`config.mk`:
```
export PLATFORM = sky130hd
export DESIGN_NAME = uart_rx_fifo_flat
export DESIGN_NICKNAME = d
export VERILOG_FILES = /design/src/rtl/uart_rx_fifo_if.sv /design/src/rtl/uart_rx_fifo.sv /design/src/flat_wrapper.sv
export SDC_FILE = /design/constraint.sdc
export NUM_CORES = 1
export LEC_CHECK = 0
export CAP_MARGIN = 20
export CELL_PAD_IN_SITES_DETAIL_PLACEMENT = 1
export CELL_PAD_IN_SITES_GLOBAL_PLACEMENT = 1
export CORE_MARGIN = 1
export CORE_UTILIZATION = 30
export DETAILED_ROUTE_END_ITERATION = 10
export GPL_ROUTABILITY_DRIVEN = 0
export PLACE_DENSITY = 0.5
export SYNTH_ARGS = -nofsm -noshare
export SYNTH_HDL_FRONTEND = slang
export SYNTH_SLANG_ARGS = --single-unit
```
`constraint.sdc`:
```
create_clock -name clk -period 7.1 [get_ports clk]
set_input_delay 1.42 -clock clk [delete_from_list [all_inputs] [get_ports clk]]
set_output_delay 1.42 -clock clk [all_outputs]
set_load 0.02 [all_outputs]
```
`src/rtl/uart_rx_fifo_if.sv`:
```
// Bundle between the UART receive buffer and its neighbours.
// The receiver drives rx_done/rx_data; the host drives rd_en/clr_ovf and
// reads the head byte plus the full/empty/afull/level/overflow status.
interface uart_rx_fifo_if #(
   parameter int ADDR_W = 4
);
   logic              rx_done;
   logic [7:0]        rx_data;
   logic              rd_en;
   logic              clr_ovf;
   logic [7:0]        rd_data;
   logic              empty;
   logic              full;
   logic              afull;
   logic [ADDR_W:0]   level;
   logic              overflow;

   // slave: the FIFO itself
   modport slave (
      input  rx_done, rx_data, rd_en, clr_ovf,
      output rd_data, empty, full, afull, level, overflow
   );

   // master: the receiver/host side driving the FIFO
   modport master (
      output rx_done, rx_data, rd_en, clr_ovf,
      input  rd_data, empty, full, afull, level, overflow
   );
endinterface

```
`src/rtl/uart_rx_fifo.sv`:
```
// Purpose: circular byte FIFO behind the UART receiver, first-word-fall-through read.
// Latency: rx_done first sampled high at edge N -> byte written at edge N+2.
// Backpressure: none toward the receiver; a byte arriving while full is dropped and
//               flagged in sticky overflow (cleared by clr_ovf).
// Ports: clk, rst (async active-low); bus (slave) carries rx_done/rx_data in,
//        rd_en/clr_ovf in, rd_data/empty/full/afull/level/overflow out.
module uart_rx_fifo #(
   parameter int DEPTH     = 16,   // power of two, >= 2
   parameter int ADDR_W    = 4,    // log2(DEPTH)
   parameter int AFULL_LVL = 12    // 1..DEPTH
) (
   input  logic            clk,
   input  logic            rst,
   uart_rx_fifo_if.slave   bus
);

   localparam logic [ADDR_W:0] LVL_FULL  = (ADDR_W+1)'(DEPTH);
   localparam logic [ADDR_W:0] LVL_AFULL = (ADDR_W+1)'(AFULL_LVL);

   logic [7:0]        mem [DEPTH];
   logic [ADDR_W-1:0] wptr;
   logic [ADDR_W-1:0] rptr;
   logic [ADDR_W:0]   level;
   logic              overflow;
   logic              s1, s2, s3;

   logic              wr_pulse;
   logic              pop;
   logic              push;
   logic              drop;
   logic              empty_i;
   logic              full_i;

   // rx_done comes from the receiver's divided clock: two-flop synchroniser,
   // then s3 remembers the previous synchronised value for edge detection.
   always_ff @(posedge clk or negedge rst) begin
      if (!rst) begin
         s1 <= 1'b0;
         s2 <= 1'b0;
         s3 <= 1'b0;
      end else begin
         s1 <= bus.rx_done;
         s2 <= s1;
         s3 <= s2;
      end
   end

   assign wr_pulse = s2 & ~s3;

   assign empty_i = (level == '0);
   assign full_i  = (level == LVL_FULL);

   // A pop in the same cycle frees the slot, so a write into a full FIFO
   // with a concurrent pop is accepted rather than dropped.
   assign pop  = bus.rd_en & ~empty_i;
   assign push = wr_pulse & (~full_i | pop);
   assign drop = wr_pulse & full_i & ~pop;

   // Storage needs no reset; its contents are never visible while empty.
   always_ff @(posedge clk) begin
      if (push)
         mem[wptr] <= bus.rx_data;
   end

   always_ff @(posedge clk or negedge rst) begin
      if (!rst) begin
         wptr     <= '0;
         rptr     <= '0;
         level    <= '0;
         overflow <= 1'b0;
      end else begin
         if (push)
            wptr <= wptr + 1'b1;
         if (pop)
            rptr <= rptr + 1'b1;
         if (push && !pop)
            level <= level + 1'b1;
         else if (pop && !push)
            level <= level - 1'b1;
         // set has priority over clear
         if (drop)
            overflow <= 1'b1;
         else if (bus.clr_ovf)
            overflow <= 1'b0;
      end
   end

   // Masking with empty gives rd_data=0 during and right after reset even
   // though the storage itself is not cleared.
   assign bus.rd_data  = empty_i ? 8'h00 : mem[rptr];
   assign bus.empty    = empty_i;
   assign bus.full     = full_i;
   assign bus.afull    = (level >= LVL_AFULL);
   assign bus.level    = level;
   assign bus.overflow = overflow;

endmodule

```
`src/flat_wrapper.sv`:
```
// flat-port wrapper written by rule: the top's interface ports become plain ports
module uart_rx_fifo_flat 
#(
   parameter int DEPTH     = 16,                        
   parameter int ADDR_W    = 4,                  
   parameter int AFULL_LVL = 12               
)
  (clk, rst, bus_rx_done, bus_rx_data, bus_rd_en, bus_clr_ovf, bus_rd_data, bus_empty, bus_full, bus_afull, bus_level, bus_overflow);
  uart_rx_fifo_if #(.ADDR_W(ADDR_W)) bus_i ();
  input  logic clk;
  input  logic rst;
  input wire logic [$bits(bus_i.rx_done)-1:0] bus_rx_done;
  input wire logic [$bits(bus_i.rx_data)-1:0] bus_rx_data;
  input wire logic [$bits(bus_i.rd_en)-1:0] bus_rd_en;
  input wire logic [$bits(bus_i.clr_ovf)-1:0] bus_clr_ovf;
  output wire logic [$bits(bus_i.rd_data)-1:0] bus_rd_data;
  output wire logic [$bits(bus_i.empty)-1:0] bus_empty;
  output wire logic [$bits(bus_i.full)-1:0] bus_full;
  output wire logic [$bits(bus_i.afull)-1:0] bus_afull;
  output wire logic [$bits(bus_i.level)-1:0] bus_level;
  output wire logic [$bits(bus_i.overflow)-1:0] bus_overflow;
  assign bus_i.rx_done = bus_rx_done;
  assign bus_i.rx_data = bus_rx_data;
  assign bus_i.rd_en = bus_rd_en;
  assign bus_i.clr_ovf = bus_clr_ovf;
  assign bus_rd_data = bus_i.rd_data;
  assign bus_empty = bus_i.empty;
  assign bus_full = bus_i.full;
  assign bus_afull = bus_i.afull;
  assign bus_level = bus_i.level;
  assign bus_overflow = bus_i.overflow;
  uart_rx_fifo #(.DEPTH(DEPTH), .ADDR_W(ADDR_W), .AFULL_LVL(AFULL_LVL)) u_core (.clk(clk), .rst(rst), .bus(bus_i));
endmodule
```
==> results of run 1 <==
[worst max-delay path by stage]
stage	start	end	slack (ps)
final	u_core.rptr[1]	bus_rd_data[3]	2380
after CTS	u_core.rptr[1]	bus_rd_data[3]	2260
after global placement	u_core.rptr[1]	bus_rd_data[3]	2700
after detailed placement	u_core.rptr[1]	bus_rd_data[3]	2730
after floorplan	bus_rd_en	u_core.bus.level[4]	3920
after global routing	u_core.rptr[1]	bus_rd_data[3]	2170
[power groups by stage]
| stage | logic [mW] | registers, mW | clock network, mW |
|---|---|---|---|
| 6_report | 0.877 | 1.12 | 0.971 |
| 5_1_grt | 0.957 | 1.14 | 1.02 |
| 4_1_cts | 0.901 | 1.13 | 0.991 |
| 3_5_place_dp | 0.897 | 1.15 | 0 |
| 3_3_place_gp | 0.894 | 1.14 | 0 |
| 2_1_floorplan | 0.674 | 1.08 | 0 |
[logic make-up (layout without fill, tap and decap cells)]
group,count (synthesis),after routing,share of synthesized area [%]
adder cells (fa/ha/maj),11,11,2.43
XOR/XNOR,9,9,1.32
AO/OA/AOI/OAI,28,28,2.77
multiplexers,50,50,15.8
AND/OR/NAND/NOR,43,43,3.46
flip-flops,145,145,71.5
buffers and inverters,25,73,2.64
[cell usage in the layout (no fill, tap or decap), types with 3 or more instances in the layout]
master           netlist  final
nor2_1                12     12
ha_1                  10     10
clkinv_2               0      5
bufinv_16              0      5
dfrtp_1               17     17
nor3_2                 0      4
o21ai_1               10     10
mux4_1                 9      9
xnor2_1                8      8
clkbuf_16              0     17
nand2b_1               4      4
nand2_1               11     11
nand3_1                4      4
inv_1                  8      8
edfxtp_1             128    128
clkinvlp_4             0      3
buf_4                  1      3
mux2i_1                9      9
mux4_2                23     23
clkdlybuf4s50_1        0     29
mux2_2                 8      8
a21oi_1                9      9
[per-stage QoR]
step / std cells / total power, mW / setup WS, ps / cell area, µm² / hold WS (ps)
after floorplan: 311 / 1.75 / 3920 / 5970 / 331
after global placement: 592 / 2.04 / 2700 / 6510 / 340
after detailed placement: 592 / 2.04 / 2730 / 6510 / 348
after CTS: 624 / 3.02 / 2260 / 7150 / 355
after global routing: 624 / 3.12 / 2170 / 7150 / 359
final: 624 / 2.97 / 2380 / 7150 / 351
[state kept, by name, indices dropped and copies added (netlist names)]
signal and flops:
u_core.bus.level 5, u_core.bus.overflow 1, u_core.mem 128, u_core.rptr 4, u_core.s1 1, u_core.s2 1
u_core.s3 1, u_core.wptr 4
[worst register-to-register path, cell delays in order, from the launching register on]
cell and delay, ps:
dfrtp_1 440, nor4_2 440, nand2b_1 440, nand2_1 310
ha_1 300, inv_1 150, ha_1 310, nor2b_1 150
o21a_1 200, o2111ai_1 220, o311ai_1 130
[cell type report]
| type | count | area, µm² |
|---|---|---|
| inverters | 9 | 33.8 |
| clock inverters | 15 | 215 |
| clock buffers | 17 | 425 |
| multi-input cells | 141 | 1560 |
| repair buffers | 32 | 313 |
| flip-flops and latches | 145 | 4270 |
| well taps | 265 | 332 |
| fillers | 1901 | 12300 |
[synthesized netlist by cell type (2+ instances only)]
master	n	area share, %
a21oi_1	9	0.75
buf_12	2	0.67
buf_2	4	0.34
buf_6	3	0.57
clkbuf_1	5	0.31
dfrtp_1	17	7.1
edfxtp_1	128	64
ha_1	10	2.1
inv_1	8	0.50
mux2_2	8	1.5
mux2i_1	9	1.5
mux4_1	9	4.0
mux4_2	23	8.7
nand2_1	11	0.69
nand2b_1	4	0.42
nand3_1	4	0.34
nor2_1	12	0.75
nor3_1	5	0.42
o2111ai_1	2	0.29
o21ai_0	2	0.17
o21ai_1	10	0.84
or3_1	2	0.21
xnor2_1	8	1.2
[routing by layer]
layer	GRT usage, %	vias up	part of all wire, %
met5	0	-	0
met4	6.45	0	2.0
met3	3.19	19	2.6
met2	22.7	43	50
met1	17.3	1536	46
li1	-	1316	-
==> reports/results.env, run 1 <==
RESULT_OF_THE_RUN='completed'
CP_DATA_REQUIRED_TIME_PS=5680
TIGHTEST_SLEW_PS=1040
DIE_X_UM=143
IO_PINS=30
VIAS_PER_CELL=4.67
POST_SYNTHESIS_AVERAGE_CELL_AREA_UM2=19.2
CRITICAL_PATH_CELL_COUNT=6
FINALCRITPERIODSHARE_PCT=66.4
AREAGROWTHSYNTHTOFINISH_PCT=19.8
FMAXACHIEVABLE_GHz=0.212
START_UTIL_PCT=30.7
NUMPORTBUFFERS=29
NUM_ANTENNA_CELLS=0
DIE_HEIGHT_UM=143
BIGGEST_CELL_DELAY_ALONG_THE_CRITICAL_PATH_PS=630
AGGREGATE_ROUTED_WIRE_LENGTH_UM=12700
YS_ASYNC_SR_FRACTION_PCT=11.7
CTS_MAX_PATH_BUFFERS=2
FINAL_SETUP_VIOLATION_COUNT=0
ROUTEDWLPERCELL_UM=20.3
FINALCLOCKSKEW_PS=8.42
WORST_HOLD_PATH_CLASS='reg2reg'
OVERALL_DIE_AREA_UM2=20500
TIMING.RR.START='u_core.bus.level[1]'
CRITPATHKIND='reg2out'
OVERALL_ROUTING_RESOURCE_USAGE_PCT=13.8
FIRST_PASS_GRT_WIRE_LENGTH_UM=19500
SYNTHCELLS=311
DRTANTENNAVIOLNETS=0
FIRSTDRTPASSITERS=4
WORSTSETUPSTARTPOINTTYPE='register'
FINAL_PERIOD_MINUS_WORST_SETUP_SLACK_PS=4720
REG2REG_SETUP_SLACK_PS=3880
NUMBER_OF_SETUP_BUFFERS_ADDED_AFTER_CTS=0
P_LEAK_nW=2.38
SYNTHDISTINCTLIBCELLS=39
SYNTH-MAIN-FF-CELL='edfxtp_1'
DR_TOTAL_VIAS=2914
RSZ0062_AT_GRT='no'
GR-TOTAL-OVERFLOW=0
POWER_PER_CELL_AREA_nW_PER_UM2=415
FIRST_ITER_VIOLATIONS=129
WORST-ENDPOINT-ARRIVAL_PS=3300
SETUP_TNS_PS=0
RELSLEWSLACK_PCT=30.1
MIN_DELAY_PATH_DEPTH=0
SYNTH_AREA_UM2=5970
NUMBER_OF_BUFFER_AND_INVERTER_INSTANCES_ALONG_THE_WORST_SETUP_PATH=2
TRITONCTS.NUM_BUFFERS=17
SEQPWRFRAC_PCT=37.8
ANTENNA_FOUND_INITIAL=0
FINALHOLDVIOLATIONS=0
CTS_REPAIR_RESIZED_INSTS=0
GRT_PASS1_VIAS=3257
DETAILEDPLACEMENTHPWL_UM=8020
CAP_VIOLATIONS=0
SLOWEST_STAGE='dfrtp_1'
LAYOUT.CORE_UTILIZATION_PCT=36.7
CTS_TREE='yes'
DRC_ERRORS=0
YOSYS_WARNINGS=0
CLKSINKCOUNT=145
SYNTH.FF_LATCH_COUNT=145
GRT_START_MAX_NET_PINS=28
DESIGN.CORE.AREA_UM2=19500
SYNTH_FP_NETS=335
POST_ROUTE_CELLS_DRIVE_ABOVE_1_SHARE_PCT=20.3
SYNTH_SEQUENTIAL_AREA_RATIO_PCT=71.5
HP-START='u_core.s1'
WORSTPATHMAXFANOUT=27
MIN_TO='u_core.s2'
PEAKVDDDROP_V=0.000185
FF2FF_PATH_DEPTH=10
H-TREE-DEPTH=4
ROWS=51
CTS-ROOT-BUF='clkbuf_16'
SHARE_COMB_OF_TOTAL_POWER_PCT=29.5
SLEW_VIOL_FINAL=0
TIMING.CRITICAL_PATH.CELLS='buf_4 > mux4_1 > mux2_2 > o21ai_1 > a21oi_1 > clkdlybuf4s50_1'
SW_FRAC_OF_TOTAL_PCT=30.3
PWR-SHARE-CLK_PCT=32.7
FINALNETCOUNT=370
CLOCK_LATENCY_PS=430
P_SW_mW=0.901
R2R_END='u_core.bus.level[4]'
CRITPATHTOPFAMILY='buffers and inverters'
CLK_PIN_SLEW_WORST_PATHS_PS=60
TIMING.CRITICAL_PATH.TO_TYPE='primary output'
SYNTH_ENABLE_FLOP_CELLS=128
P_INT_mW=2.07
CTS_HOLD_REPAIR.BUFFERS=0
(Power assumes the default switching activity.)
==> inputs of run 2 (changes only) <==
--- a/config.mk
+++ b/config.mk
@@ -12,7 +12,7 @@
 export CORE_UTILIZATION = 30
 export DETAILED_ROUTE_END_ITERATION = 10
 export GPL_ROUTABILITY_DRIVEN = 0
-export PLACE_DENSITY = 0.5
+export PLACE_DENSITY = 0.52
 export SYNTH_ARGS = -nofsm -noshare
 export SYNTH_HDL_FRONTEND = slang
 export SYNTH_SLANG_ARGS = --single-unit
==> constraint.sdc (replaced) <==
create_clock -name clk -period 4.2 [get_ports clk]
set_input_delay 0.84 -clock clk [delete_from_list [all_inputs] [get_ports clk]]
set_output_delay 0.84 -clock clk [all_outputs]
set_load 0.02 [all_outputs]
==> reports/results.env, run 2 (synthesis gave the netlist of run 1 again) <==
LARGEST_REGISTER_FF_COUNT=128  # unchanged
POWER_PER_CELL_AREA_nW_PER_UM2=689  # +66%
SLEW_VIOL_FINAL=0  # unchanged
SEQPWRFRAC_PCT=37.4  # -0.4 points
SLOWEST_STAGE='dfrtp_1'
RESULT_OF_THE_RUN='completed'
FINALNETCOUNT=387  # +4.6%
TIMING.CRITICAL_PATH.TO_TYPE='primary output'
CLKSINKCOUNT=145  # unchanged
POST_DP_CELL_AREA_UM2=6640  # +2.0%
CP_DATA_REQUIRED_TIME_PS=3360  # -2320 ps
START_UTIL_PCT=30.7  # unchanged
LAYOUT_TOP_REGISTERS='u_core.mem (128), u_core.bus.level (5)'
CAP_VIOLATIONS=0  # unchanged
FMAXACHIEVABLE_GHz=0.269
SHARE_COMB_OF_TOTAL_POWER_PCT=32.1  # +2.6 points
TIMING.RR.START='u_core.bus.level[0]'
FIRSTDRTPASSITERS=4  # unchanged
OVERALL_ROUTING_RESOURCE_USAGE_PCT=14.2  # +0.39 points
IO_PINS=30  # unchanged
VIAS_PER_CELL=4.65  # -0.36%
P_SW_mW=1.56  # +73%
CTS_HOLD_REPAIR.BUFFERS=0  # unchanged
FINALCLOCKSKEW_PS=7.63  # -0.788 ps
DESIGN.CORE.AREA_UM2=19500  # unchanged
PLACE_WORST_SETUP_SLACK_PS=704  # -2030 ps
REG2REG_SETUP_SLACK_PS=950  # -2930 ps
CTS_MAX_PATH_BUFFERS=2  # unchanged
SW_FRAC_OF_TOTAL_PCT=31.3  # +0.95 points
LAYOUT.CELLS.MOST_COMMON_LIST='edfxtp_1 (128), clkdlybuf4s50_1 (29), mux4_2 (23)'
RSZ0062_AT_GRT='no'
FIRST_PASS_GRT_WIRE_LENGTH_UM=20100  # +3.1%
PEAKVDDDROP_V=0.000289  # +56%
DRTANTENNAVIOLNETS=0  # unchanged
P_LEAK_nW=2.44  # +2.6%
WORSTSETUPSTARTPOINTTYPE='register'
MOSTFREQUENTLAYOUTCELL='edfxtp_1'
FINALHOLDVIOLATIONS=0  # unchanged
FINAL_CELL_COUNT_NO_FILL=640  # +2.6%
TRITONCTS.NUM_BUFFERS=17  # unchanged
CLOCK_LATENCY_PS=420  # about the same
TIGHTEST_SLEW_PS=793  # -249 ps
MIN_DELAY_PATH_DEPTH=0  # unchanged
FF2FF_PATH_DEPTH=10  # unchanged
DR_TOTAL_VIAS=2978  # +2.2%
P_INT_mW=3.42  # +65%
MIN_TO='u_core.s2'
GRT_PASS1_VIAS=3270  # +0.40%
H-TREE-DEPTH=4  # unchanged
POST_ROUTE_CELLS_DRIVE_ABOVE_1_SHARE_PCT=21.6  # +1.3 points
DRC_ERRORS=0  # unchanged
FINALCRITPERIODSHARE_PCT=88.7
DIE_HEIGHT_UM=143  # unchanged
GR-TOTAL-OVERFLOW=0  # unchanged
AGGREGATE_ROUTED_WIRE_LENGTH_UM=13100  # +2.8%
AREAGROWTHSYNTHTOFINISH_PCT=21.1
BIGGEST_CELL_DELAY_ALONG_THE_CRITICAL_PATH_PS=620  # about the same
CRITPATHKIND='reg2out'
WORSTPATHMAXFANOUT=14  # -48%
RELSLEWSLACK_PCT=46.9  # +17 points
FIRST_ITER_VIOLATIONS=152  # +18%
NUMPORTBUFFERS=29  # unchanged
CLK_PIN_SLEW_WORST_PATHS_PS=60  # about the same
HP-START='u_core.s1'
PWR-SHARE-CLK_PCT=30.5  # -2.2 points
TIMING.CRITICAL_PATH.CELLS='buf_4 > mux4_1 > mux2_2 > o21ai_1 > a21oi_1 > clkdlybuf4s50_1'
MULTI_INPUT_COMB_AREA_UM2=1540  # -1.3%
ROWS=51  # unchanged
ROUTEDWLPERCELL_UM=20.4  # +0.26%
ANTENNA_FOUND_INITIAL=0  # unchanged
CTS_REPAIR_RESIZED_INSTS=0  # unchanged
OVERALL_DIE_AREA_UM2=20500  # unchanged
FINAL_PERIOD_MINUS_WORST_SETUP_SLACK_PS=3720
REGISTER_WITH_THE_MOST_FLIP_FLOPS='u_core.mem'
CTS_TREE='yes'
LAYOUT.AREA.SEQ_UM2=4270  # unchanged
N_FILL_CELL=1956  # +2.9%
DPL.CELL_COUNT=609  # +2.9%
DETAILEDPLACEMENTHPWL_UM=8330  # +3.9%
WORST-ENDPOINT-ARRIVAL_PS=2880  # -420 ps
FINAL_SETUP_VIOLATION_COUNT=0  # unchanged
POST_ROUTE_DESIGN_AREA_UM2=7230  # +1.1%
CTS-ROOT-BUF='clkbuf_16'
LAYOUT_SETUP_WS_PS=476  # -1910 ps
SETUP_TNS_PS=0  # unchanged
GRT_START_MAX_NET_PINS=33  # +18%
WORST_HOLD_PATH_CLASS='reg2reg'
DIE_X_UM=143  # unchanged
NUM_ANTENNA_CELLS=0  # unchanged
NUMBER_OF_SETUP_BUFFERS_ADDED_AFTER_CTS=0  # unchanged
R2R_END='u_core.bus.level[4]'
-- run 2: per-stage QoR --
step / hold slack, ps / power, mW / utilization, %
floorplan: 331 / 2.96 / -
global placement: 338 / 3.51 / 34.1
detailed placement: 344 / 3.53 / 34.1
CTS: 359 / 5.07 / 37.1
global route: 365 / 5.24 / 37.1
finish: 355 / 4.98 / 37.1
-- run 2: worst max-delay path by stage --
stage	from	slack, ps	to	depth (start not counted)
finish	u_core.rptr[3]	480	bus_rd_data[3]	6
global route	u_core.rptr[3]	290	bus_rd_data[4]	6
global placement	bus_rd_en	860	u_core.bus.level[4]	10
CTS	u_core.rptr[3]	400	bus_rd_data[4]	6
floorplan	bus_rd_en	1600	u_core.bus.level[4]	9
detailed placement	bus_rd_en	700	u_core.bus.level[4]	10
-- run 2: power groups by stage --
stage / combinational (mW) / sequential [mW] / clock (mW)
2_1_floorplan: 1.14 / 1.82 / 0
3_3_place_gp: 1.62 / 1.89 / 0
3_5_place_dp: 1.64 / 1.90 / 0
4_1_cts: 1.64 / 1.87 / 1.56
5_1_grt: 1.75 / 1.89 / 1.60
6_report: 1.60 / 1.86 / 1.52
-- run 2: cell type report --
type | instances | share of cell area [%]
clock buffer | 17 | 5.88
inverter | 9 | 0.467
sequential | 145 | 59.1
multi-input combinational | 141 | 21.3
timing repair buffer | 49 | 6.44
tap | 265 | 4.59
clock inverter | 14 | 2.25
-- run 2: per-layer routing --
layer | part of all wire [%] | track usage (%)
met1 | 46 | 18.0
met2 | 50 | 23.4
met3 | 3.3 | 3.96
met4 | 1.2 | 4.75
met5 | 0 | 0
-- run 2: critical path, delay by kind of cell, from the launching register on --
family | cells | cell delay (ps)
buffers and inverters | 2 | 930
flip-flops | 1 | 620
AO/OA/AOI/OAI | 2 | 300
multiplexers | 2 | 610
==> inputs of run 3 (changes only) <==
--- a/config.mk
+++ b/config.mk
@@ -5,6 +5,7 @@
 export SDC_FILE = /design/constraint.sdc
 export NUM_CORES = 1
 export LEC_CHECK = 0
+export ABC_AREA = 1
 export CAP_MARGIN = 20
 export CELL_PAD_IN_SITES_DETAIL_PLACEMENT = 1
 export CELL_PAD_IN_SITES_GLOBAL_PLACEMENT = 1
@@ -12,7 +13,7 @@
 export CORE_UTILIZATION = 30
 export DETAILED_ROUTE_END_ITERATION = 10
 export GPL_ROUTABILITY_DRIVEN = 0
-export PLACE_DENSITY = 0.52
+export PLACE_DENSITY = 0.55
 export SYNTH_ARGS = -nofsm -noshare
 export SYNTH_HDL_FRONTEND = slang
 export SYNTH_SLANG_ARGS = --single-unit
==> reports/results.env, run 3 <==
POST_ROUTE_CELLS_DRIVE_ABOVE_1_SHARE_PCT=10.0  # -12 points
SYNTH_AREA_UM2=6240  # +4.5%
YOSYS_WARNINGS=0  # unchanged
CRITPATHKIND='reg2out'
POST_ROUTE_DESIGN_AREA_UM2=7490  # +3.5%
DIE_X_UM=146  # +2.2%
OVERALL_DIE_AREA_UM2=21400  # +4.5%
POST_DP_CELL_AREA_UM2=6890  # +3.7%
RESULT_OF_THE_RUN='completed'
TRITONCTS.NUM_BUFFERS=17  # unchanged
FINAL_CELL_COUNT_NO_FILL=878  # +37%
GR-TOTAL-OVERFLOW=0  # unchanged
FIRST_ITER_VIOLATIONS=242  # +59%
WORSTPATHMAXFANOUT=17  # +3
FIRST_PASS_GRT_WIRE_LENGTH_UM=26000  # +29%
AREAGROWTHSYNTHTOFINISH_PCT=20.0
CTS_HOLD_REPAIR.BUFFERS=0  # unchanged
SYNTH_SEQUENTIAL_AREA_RATIO_PCT=68.4  # -3.1 points
FIRSTDRTPASSITERS=4  # unchanged
NUMPORTBUFFERS=29  # unchanged
SYNTHCELLS=549  # +77%
SYNTHDISTINCTLIBCELLS=24  # -38%
POWER_PER_CELL_AREA_nW_PER_UM2=715  # +3.8%
DPL.CELL_COUNT=846  # +39%
GRT_PASS1_VIAS=4443  # +36%
P_LEAK_nW=2.82  # +15%
DRC_ERRORS=0  # unchanged
NUM_ANTENNA_CELLS=0  # unchanged
POST_SYNTHESIS_AVERAGE_CELL_AREA_UM2=11.4  # -41%
N_FILL_CELL=2250  # +15%
VIAS_PER_CELL=4.73  # +1.6%
CLKSINKCOUNT=145  # unchanged
SETUP_TNS_PS=0  # unchanged
LAYOUT_SETUP_WS_PS=502  # +25.4 ps
FINALCRITPERIODSHARE_PCT=88.1  # -0.60 points
RSZ0062_AT_GRT='no'
CLK_PIN_SLEW_WORST_PATHS_PS=60  # about the same
FINAL_PERIOD_MINUS_WORST_SETUP_SLACK_PS=3700  # -25.4 ps
CTS_TREE='yes'
NUMBER_OF_SETUP_BUFFERS_ADDED_AFTER_CTS=0  # unchanged
DESIGN.CORE.AREA_UM2=20300  # +4.3%
LAYOUT_TOP_REGISTERS='u_core.mem (128), u_core.bus.level (5)'
SYNTH.FF_LATCH_COUNT=145  # unchanged
MOST_REPEATED_CELL_IN_THE_GATE_LEVEL_NETLIST_AFTER_SYNTHESIS='nand2_1'
FINALPOWER_mW=5.35  # +7.5%
LARGEST_REGISTER_FF_COUNT=128  # unchanged
YS_ASYNC_SR_FRACTION_PCT=11.7  # unchanged
FINALCLOCKSKEW_PS=5.59  # -2.04 ps
REGISTER_WITH_THE_MOST_FLIP_FLOPS='u_core.mem'
DIE_HEIGHT_UM=146  # +2.2%
START_UTIL_PCT=30.7  # +0.073 points
GRT_START_MAX_NET_PINS=53  # +61%
SYNTH-MAIN-FF-CELL='edfxtp_1'
CTS-ROOT-BUF='clkbuf_16'
YS_TOP_CELLS_BY_COUNT='nand2_1 (185), edfxtp_1 (128), nand3_1 (102), inv_1 (22), dfrtp_1 (17)'
FMAXACHIEVABLE_GHz=0.270  # +0.69%
H-TREE-DEPTH=4  # unchanged
ANTENNA_FOUND_INITIAL=0  # unchanged
ROWS=52  # +2.0%
CTS_REPAIR_RESIZED_INSTS=0  # unchanged
WORST-ENDPOINT-ARRIVAL_PS=2860  # -20 ps
PLACE_WORST_SETUP_SLACK_PS=822  # +117 ps
SYNTH_FP_NETS=573  # +71%
MOSTFREQUENTLAYOUTCELL='nand2_1'
TIGHTEST_SLEW_PS=831  # +37.8 ps
DETAILEDPLACEMENTHPWL_UM=10600  # +27%
LAYOUT.CELLS.MOST_COMMON_LIST='nand2_1 (185), edfxtp_1 (128), nand3_1 (102)'
SYNTH.TOP_CELLS.BY_AREA='edfxtp_1 (62%), nand2_1 (11%), nand3_1 (8.2%)'
WORST_HOLD_PATH_CLASS='reg2reg'
CTS_MAX_PATH_BUFFERS=2  # unchanged
SLEW_VIOL_FINAL=0  # unchanged
IO_PINS=30  # unchanged
TIMING.CRITICAL_PATH.TO_TYPE='primary output'
ROUTEDWLPERCELL_UM=18.8  # -7.7%
FINAL_SETUP_VIOLATION_COUNT=0  # unchanged
CLOCK_LATENCY_PS=420  # about the same
LAYOUT.CORE_UTILIZATION_PCT=36.9  # -0.27 points
REG2REG_SETUP_SLACK_PS=1400  # +450 ps
LIBRARY_CELL_WITH_THE_LARGEST_SUMMED_AREA_AFTER_SYNTHESIS='edfxtp_1'
SYNTH_ENABLE_FLOP_CELLS=128  # unchanged
PEAKVDDDROP_V=0.000300  # +3.7%
DRTANTENNAVIOLNETS=0  # unchanged
FINALNETCOUNT=619  # +60%
CAP_VIOLATIONS=0  # unchanged
RELSLEWSLACK_PCT=44.4  # -2.5 points
WORSTSETUPSTARTPOINTTYPE='register'
HOLD_SLACK_PS=353  # -1.82 ps
SYNTH_LARGEST_TYPE_AREA_FRACTION_PCT=61.6  # -2.8 points
FINALHOLDVIOLATIONS=0  # unchanged
CP_DATA_REQUIRED_TIME_PS=3360  # about the same
DR_TOTAL_VIAS=4150  # +39%
AGGREGATE_ROUTED_WIRE_LENGTH_UM=16500  # +27%
OVERALL_ROUTING_RESOURCE_USAGE_PCT=16.5  # +2.3 points
## run 3: cell families (layout without fill, tap and decap cells)
kind of cell,count (synthesis),in the layout,share of synthesized area [%]
fa+ha+maj,11,11,2.33
simple gates,310,310,21.5
compound gates,19,19,1.56
xor+xnor,10,10,1.40
flops,145,145,68.4
buf+inv,54,113,4.75
## run 3: cell type report
cell class	count	area [µm²]	area share [%]
clock buffers	18	429	5.73
clock inverters	14	170	2.27
inverters	27	101	1.35
multi-input cells	350	1670	22.4
flip-flops and latches	145	4270	57.0
well taps	270	338	4.51
repair buffers	54	503	6.72
## run 3: where the power goes
part	switching [mW]	leakage, nW	internal [mW]
clock	0.571	0.291	0.980
sequential	0.118	1.36	1.69
combinational	1.28	1.17	0.710
total	1.97	2.82	3.38
## run 3: worst paths after layout
check | cells after the start | to | startpoint
worst max-delay path | 9 | bus_rd_data[5] | u_core.rptr[0]
worst min-delay path | 0 | u_core.s2 | u_core.s1
worst max register to register | 14 | u_core.bus.level[4] | u_core.bus.level[2]
worst min register to register | 0 | u_core.s2 | u_core.s1
max in group asynchronous | 1 | u_core.rptr[0] | rst
min in group asynchronous | 1 | u_core.bus.level[0] | rst
## run 3: per-layer routing
layer | global-route usage (%) | routed length, µm | share of wire [%] | vias up
met5 | 0 | 0 | 0 | -
met4 | 3.80 | 123 | 0.74 | 0
met3 | 4.16 | 488 | 3.0 | 12
met2 | 29.0 | 8540 | 52 | 52
met1 | 20.4 | 7370 | 45 | 2103
li1 | - | - | - | 1983
## run 3: critical path, stage by stage, from the launching register on
cell and delay, ps:
dfrtp_2 530, inv_2 310, buf_4 260, nand2_1 80, nand3_1 80, nand3_1 100, nand2_1 130, nand2_1 60
a21oi_1 240, clkdlybuf4s50_1 650
